$ cat src/rtl/spi_regfile_peripheral.sv
// SPI mode-0 peripheral that writes a small register file from serial frames.
// Optional register reads over CIPO are built in when SPI_READBACK_EN is defined.
module spi_regfile_peripheral #(
    parameter int NUM_REGS    = 5,
    parameter int ADDR_W      = 7,
    parameter int DATA_W      = 8,
    parameter int SYNC_STAGES = 2
) (
    input  logic                       clk,
    input  logic                       rst,
    input  logic                       SCLK,
    input  logic                       COPI,
    input  logic                       nCS,
    output logic                       CIPO,
    output logic                       cipo_oe,
    output logic [NUM_REGS*DATA_W-1:0] regs_out,
    output logic                       wr_stb,
    output logic [ADDR_W-1:0]          wr_addr
);
    localparam int F     = 1 + ADDR_W + DATA_W;
    localparam int CNT_W = $clog2(F + 2);

    typedef enum logic [1:0] {IDLE, SHIFT, COMMIT} state_t;

    logic [SYNC_STAGES-1:0] r_sclk_sync;
    logic [SYNC_STAGES-1:0] r_copi_sync;
    logic [SYNC_STAGES-1:0] r_ncs_sync;
    logic                   r_sclk_d;
    logic                   r_ncs_d;
    state_t                 r_state;
    logic [CNT_W-1:0]       r_cnt;
    logic [F-1:0]           r_shift;
    logic [DATA_W-1:0]      r_regs [NUM_REGS];

    logic              w_sclk;
    logic              w_copi;
    logic              w_ncs;
    logic              w_sclk_rise;
    logic              w_ncs_fall;
    logic              w_ncs_rise;
    logic [F-1:0]      w_shift_nx;
    logic              w_rw;
    logic [ADDR_W-1:0] w_addr;
    logic [DATA_W-1:0] w_data;
    logic              w_in_range;
    logic              w_commit;

    always_ff @(posedge clk) begin
        if (rst) begin
            r_sclk_sync <= '0;
            r_copi_sync <= '0;
            r_ncs_sync  <= '0;
            r_sclk_d    <= 1'b0;
            r_ncs_d     <= 1'b0;
        end else begin
            r_sclk_sync <= {r_sclk_sync[SYNC_STAGES-2:0], SCLK};
            r_copi_sync <= {r_copi_sync[SYNC_STAGES-2:0], COPI};
            r_ncs_sync  <= {r_ncs_sync[SYNC_STAGES-2:0], nCS};
            r_sclk_d    <= w_sclk;
            r_ncs_d     <= w_ncs;
        end
    end

    assign w_sclk      = r_sclk_sync[SYNC_STAGES-1];
    assign w_copi      = r_copi_sync[SYNC_STAGES-1];
    assign w_ncs       = r_ncs_sync[SYNC_STAGES-1];
    assign w_sclk_rise = w_sclk & ~r_sclk_d;
    assign w_ncs_fall  = ~w_ncs & r_ncs_d;
    assign w_ncs_rise  = w_ncs & ~r_ncs_d;

    assign w_shift_nx = {r_shift[F-2:0], w_copi};
    assign w_rw       = r_shift[F-1];
    assign w_addr     = r_shift[DATA_W +: ADDR_W];
    assign w_data     = r_shift[DATA_W-1:0];
    assign w_in_range = 32'(w_addr) < NUM_REGS;
    assign w_commit   = (r_cnt == CNT_W'(F)) && w_rw && w_in_range;

    // Counter saturates at F+1 so any overlong frame stays distinguishable.
    always_ff @(posedge clk) begin
        if (rst) begin
            r_state <= IDLE;
            r_cnt   <= '0;
            r_shift <= '0;
            wr_stb  <= 1'b0;
            wr_addr <= '0;
            for (int k = 0; k < NUM_REGS; k++) r_regs[k] <= '0;
        end else begin
            wr_stb <= 1'b0;
            unique case (r_state)
                IDLE: begin
                    if (w_ncs_fall) begin
                        r_state <= SHIFT;
                        r_cnt   <= '0;
                        r_shift <= '0;
                    end
                end
                SHIFT: begin
                    if (w_sclk_rise) begin
                        r_shift <= w_shift_nx;
                        if (r_cnt != CNT_W'(F + 1)) r_cnt <= r_cnt + CNT_W'(1);
                    end
                    if (w_ncs_rise) r_state <= COMMIT;
                end
                COMMIT: begin
                    if (w_commit) begin
                        wr_stb  <= 1'b1;
                        wr_addr <= w_addr;
                        for (int k = 0; k < NUM_REGS; k++) begin
                            if (w_addr == ADDR_W'(k)) r_regs[k] <= w_data;
                        end
                    end
                    if (w_ncs_fall) begin
                        r_state <= SHIFT;
                        r_cnt   <= '0;
                        r_shift <= '0;
                    end else begin
                        r_state <= IDLE;
                    end
                end
                default: r_state <= IDLE;
            endcase
        end
    end

    for (genvar k = 0; k < NUM_REGS; k++) begin : g_out
        assign regs_out[k*DATA_W +: DATA_W] = r_regs[k];
    end

`ifdef SPI_READBACK_EN
    logic [DATA_W-1:0] r_oshift;
    logic              r_oe;
    logic [DATA_W-1:0] w_rd_data;
    logic              w_sclk_fall;
    logic              w_rd_load;

    assign w_sclk_fall = ~w_sclk & r_sclk_d;
    assign w_rd_load   = w_sclk_rise && (r_cnt == CNT_W'(ADDR_W))
                         && !w_shift_nx[ADDR_W];

    always_comb begin
        w_rd_data = '0;
        for (int k = 0; k < NUM_REGS; k++) begin
            if (w_shift_nx[ADDR_W-1:0] == ADDR_W'(k)) w_rd_data = r_regs[k];
        end
    end

    // Load on the last address bit so the MSB is ready for the first data rise.
    always_ff @(posedge clk) begin
        if (rst) begin
            r_oshift <= '0;
            r_oe     <= 1'b0;
        end else if (r_state != SHIFT || w_ncs_rise) begin
            r_oshift <= '0;
            r_oe     <= 1'b0;
        end else if (w_rd_load) begin
            r_oshift <= w_rd_data;
            r_oe     <= 1'b1;
        end else if (r_oe && w_sclk_fall) begin
            r_oshift <= r_oshift << 1;
        end
    end

    assign CIPO    = r_oshift[DATA_W-1];
    assign cipo_oe = r_oe;
`else
    assign CIPO    = 1'b0;
    assign cipo_oe = 1'b0;
`endif
endmodule

$ cat config.mk
export PLATFORM = sky130hd
export DESIGN_NAME = spi_regfile_peripheral
export DESIGN_NICKNAME = d
export VERILOG_FILES = /design/src/rtl/spi_regfile_peripheral.sv
export SDC_FILE = /design/constraint.sdc
export NUM_CORES = 1
export LEC_CHECK = 0
export BUFFER_PORTS_ARGS = -buffer_cell sky130_fd_sc_hd__buf_2
export CAP_MARGIN = 20
export CORE_AREA = 2 2 71 73
export CTS_BUF_LIST = sky130_fd_sc_hd__clkbuf_4
export CTS_CLUSTER_DIAMETER = 100
export DETAILED_ROUTE_END_ITERATION = 10
export DIE_AREA = 0 0 73 75
export PLACE_DENSITY = 0.95
export SLEW_MARGIN = 20
export SYNTH_ARGS = -nofsm -noshare
export SYNTH_HDL_FRONTEND = slang
export SYNTH_SLANG_ARGS = --single-unit
$ cat constraint.sdc
create_clock -name clk -period 4.6 [get_ports clk]
set_clock_uncertainty 0.05 [all_clocks]
set_input_delay 1.15 -clock clk [delete_from_list [all_inputs] [get_ports clk]]
set_output_delay 1.15 -clock clk [all_outputs]
set_load 0.02 [all_outputs]
==> impl_metrics.json <==
{
  "run_status": "completed",
  "initial_core_util_pct": 60.08,
  "worstMarginPinSlew_ns": 1.045,
  "grt_most_used_layer": "met2",
  "netlist_area_sq_um": 2800,
  "layout_area_overhead_pct": 18.01,
  "whs_ns": 0.3976,
  "rsz0062_at_grt": "false",
  "yosysWarningCount": 0,
  "final_layout_size_suffix_gt1_share_pct": 30.35,
  "clk_pin_slew_worst_paths_ns": 0.12,
  "synth-compound-area-share_pct": 9.339,
  "grt.met2_usage_pct": 33.03,
  "replace_congestion": 0.8809,
  "power.static_leakage_nw": 1.265,
  "fin_crit_ns": 2.914,
  "diodes": 0,
  "power-per-cell-area_nw_per_um2": 392.9,
  "drt_first_iter_violations": 115,
  "clock_sink_count": 79,
  "synth_async_sr_flop_share_pct": 0,
  "peakVddDrop_v": 0.0002210,
  "die_y_um": 75,
  "timing.max_slew.rel_slack_pct": 29.59,
  "cp-end-kind": "flop",
  "mean_instance_size_in_the_synthesized_netlist_sq_um": 14.07,
  "finish.cell_count_without_fillers": 311,
  "holdPathStages": 1,
  "hold_viol": 0,
  "antenna_violations_before_repair": 0,
  "worst_r2r_path_depth": 3,
  "tritoncts.num_buffers": 9,
  "ctsHtreeMaxLevel": 3,
  "drt-wirelength-per-cell_um": 15.96,
  "worst_hold_path_type": "flop to flop",
  "timing.final.crit_share_pct": 63.34,
  "viasPerCell": 5.695,
  "ys_seq_area_share_pct": 70.78,
  "die-width_um": 73,
  "critical_path.cell_chain": "or3b_1 > or3_1 > o41ai_2",
  "timing.critical_path.arrival_ns": 2.90,
  "synth_edf_count": 40,
  "r2r_start": "r_cnt[2]",
  "cts.path.max_buffers": 2,
  "post_synthesis_instance_total": 199,
  "yosys.area_share.adder_pct": 1.340,
  "layout.cells.most_common_list": "52 x buf_2, 40 x edfxtp_1, 39 x dfxtp_1",
  "post_route_drc_violation_count": 0,
  "groute.layer.met1.usage_pct": 22.06,
  "grt.total_usage_pct": 19.39,
  "critical_path_peak_fanout": 14,
  "post_synth_num_cell_types": 36,
  "netlist_top_cells_area": "edfxtp_1 43%, dfxtp_1 28%, a22o_1 5.0%",
  "post_synthesis_simple_gate_area_fraction_pct": 10.99,
  "netlist.top_cell.by_area": "edfxtp_1",
  "globalRoute.totalOverflow": 0,
  "mostFrequentLayoutCell": "buf_2",
  "floorplan.die_area_sq_um": 5475,
  "dp_hpwl_um": 3310,
  "grt_first_pass_wirelength_um": 7686,
  "core_area_sq_um": 4661,
  "dpl.cell_count": 295,
  "drt_wl_total_um": 4964,
  "place.port_buffers": 52,
  "finalMaxSlewViolations": 0,
  "cts_root_buffer": "clkbuf_4",
  "critical_path_start_end_classification": "flop to flop",
  "setup_tns_ns": 0,
  "boundaryPins": 55,
  "synth_top_family_by_area": "simple AND/OR/NAND/NOR gates",
  "post-synth-top-area-fraction_pct": 42.90,
  "post_route_antenna_net_violation_count": 0,
  "critPathSlowestCell": "o41ai_2",
  "holdBufCountCts": 0,
  "critical_path.max_stage_delay_ns": 0.94,
  "route.vias.total": 1771,
  "synthXorXnorAreaFrac_pct": 0,
  "finish.net_count": 260,
  "pre_antenna_drt_iters": 4,
  "min-delay-start": "r_copi_sync[0]",
  "number_of_setup_buffers_added_after_cts": 0,
  "use_met3_pct": 4.418,
  "drv_cap": 0,
  "data_required_critical_path_ns": 4.59,
  "timing.critical_path.from_type": "flop",
  "synth_mux_area_share_pct": 2.860,
  "place_ws_ns": 1.636,
  "final-setup-viol-count": 0,
  "post_cts_resize_count": 0,
  "fin_ws_ns": 1.686,
  "tritoncts": "done",
  "number_of_global_route_vias_before_repair": 1626,
  "fp-row-count": 25,
  "yosys_most_used_dff": "edfxtp_1",
  "grt_max_degree": 20,
  "fmax_ghz": 0.3432,
  "startpoint": "r_cnt[2]",
  "number_of_storage_elements_in_the_synthesis_netlist": 79,
  "clock_insertion_delay_worst_skew_ns": 0.41
}
cell usage after synthesis, types with 2 or more instances:
library cell   n
or3_1          3
edfxtp_1      40
nor2_1         3
buf_1          2
nor2b_1        7
nor3_1         9
o21ai_0        2
buf_2          3
clkbuf_1       5
buf_4          2
dfxtp_1       39
nand2_1        8
o2111ai_1      2
inv_1         15
a22o_1        16
nand3_1        6
mux2i_1        8
ha_1           3
o41ai_1        4
nor3b_1        6
critical path, delay by kind of cell (launching register included):
kind,cells,cell delay (ns)
simple gates,2,1.18
flops,1,0.38
compound gates,1,0.94
power breakdown:
group / switching, mW / internal, mW / leakage (nW) / total (mW)
Combinational: 0.0528 / 0.0224 / 0.482 / 0.0753
Clock: 0.232 / 0.226 / 0.0880 / 0.458
Sequential: 0.00638 / 0.758 / 0.695 / 0.765
state kept, by name (all words and copies together) (netlist names), 2 cells and up:
| signal | count |
|---|---|
| wr_addr | 7 |
| r_regs | 40 |
| r_shift | 16 |
| r_copi_sync | 2 |
| r_sclk_sync | 2 |
| r_state | 2 |
| r_cnt | 5 |
| r_ncs_sync | 2 |
metal layers:
metal / vias up / routed length, um
met5: - / 0
met4: 0 / 114
met3: 12 / 263
met2: 79 / 2510
met1: 846 / 2076
li1: 834 / -
per-stage QoR:
stage / utilization, % / area (sq um) / total power, mW
after floorplan: - / 2804 / 0.8302
after global placement: 66.71 / 3109 / 0.8534
after detailed placement: 66.71 / 3109 / 0.8559
after CTS: 70.17 / 3271 / 1.299
after global routing: 70.90 / 3304 / 1.334
final: 70.90 / 3304 / 1.298
final timing paths:
check,end,slack (ns)
worst min-delay path,r_copi_sync[1],0.40
worst max-delay path,r_regs[0][35],1.69
worst min register to register,r_copi_sync[1],0.40
worst max register to register,r_regs[0][35],1.69
area by class of cell:
class / count / area, sq um
clock buffer: 10 / 75.07
inverter: 16 / 60.06
sequential: 79 / 1982
timing repair buffer: 54 / 275.3
tap: 54 / 67.56
clock inverter: 6 / 86.33
multi-input combinational: 92 / 758.2
fill: 298 / 1356
kinds of logic after synthesis:
logic type / count (synthesis)
buf+inv: 29
flops: 79
simple gates: 50
other cells: 1
fa+ha+maj: 3
compound gates: 29
mux: 8
Power figures use the tool's default switching activity.
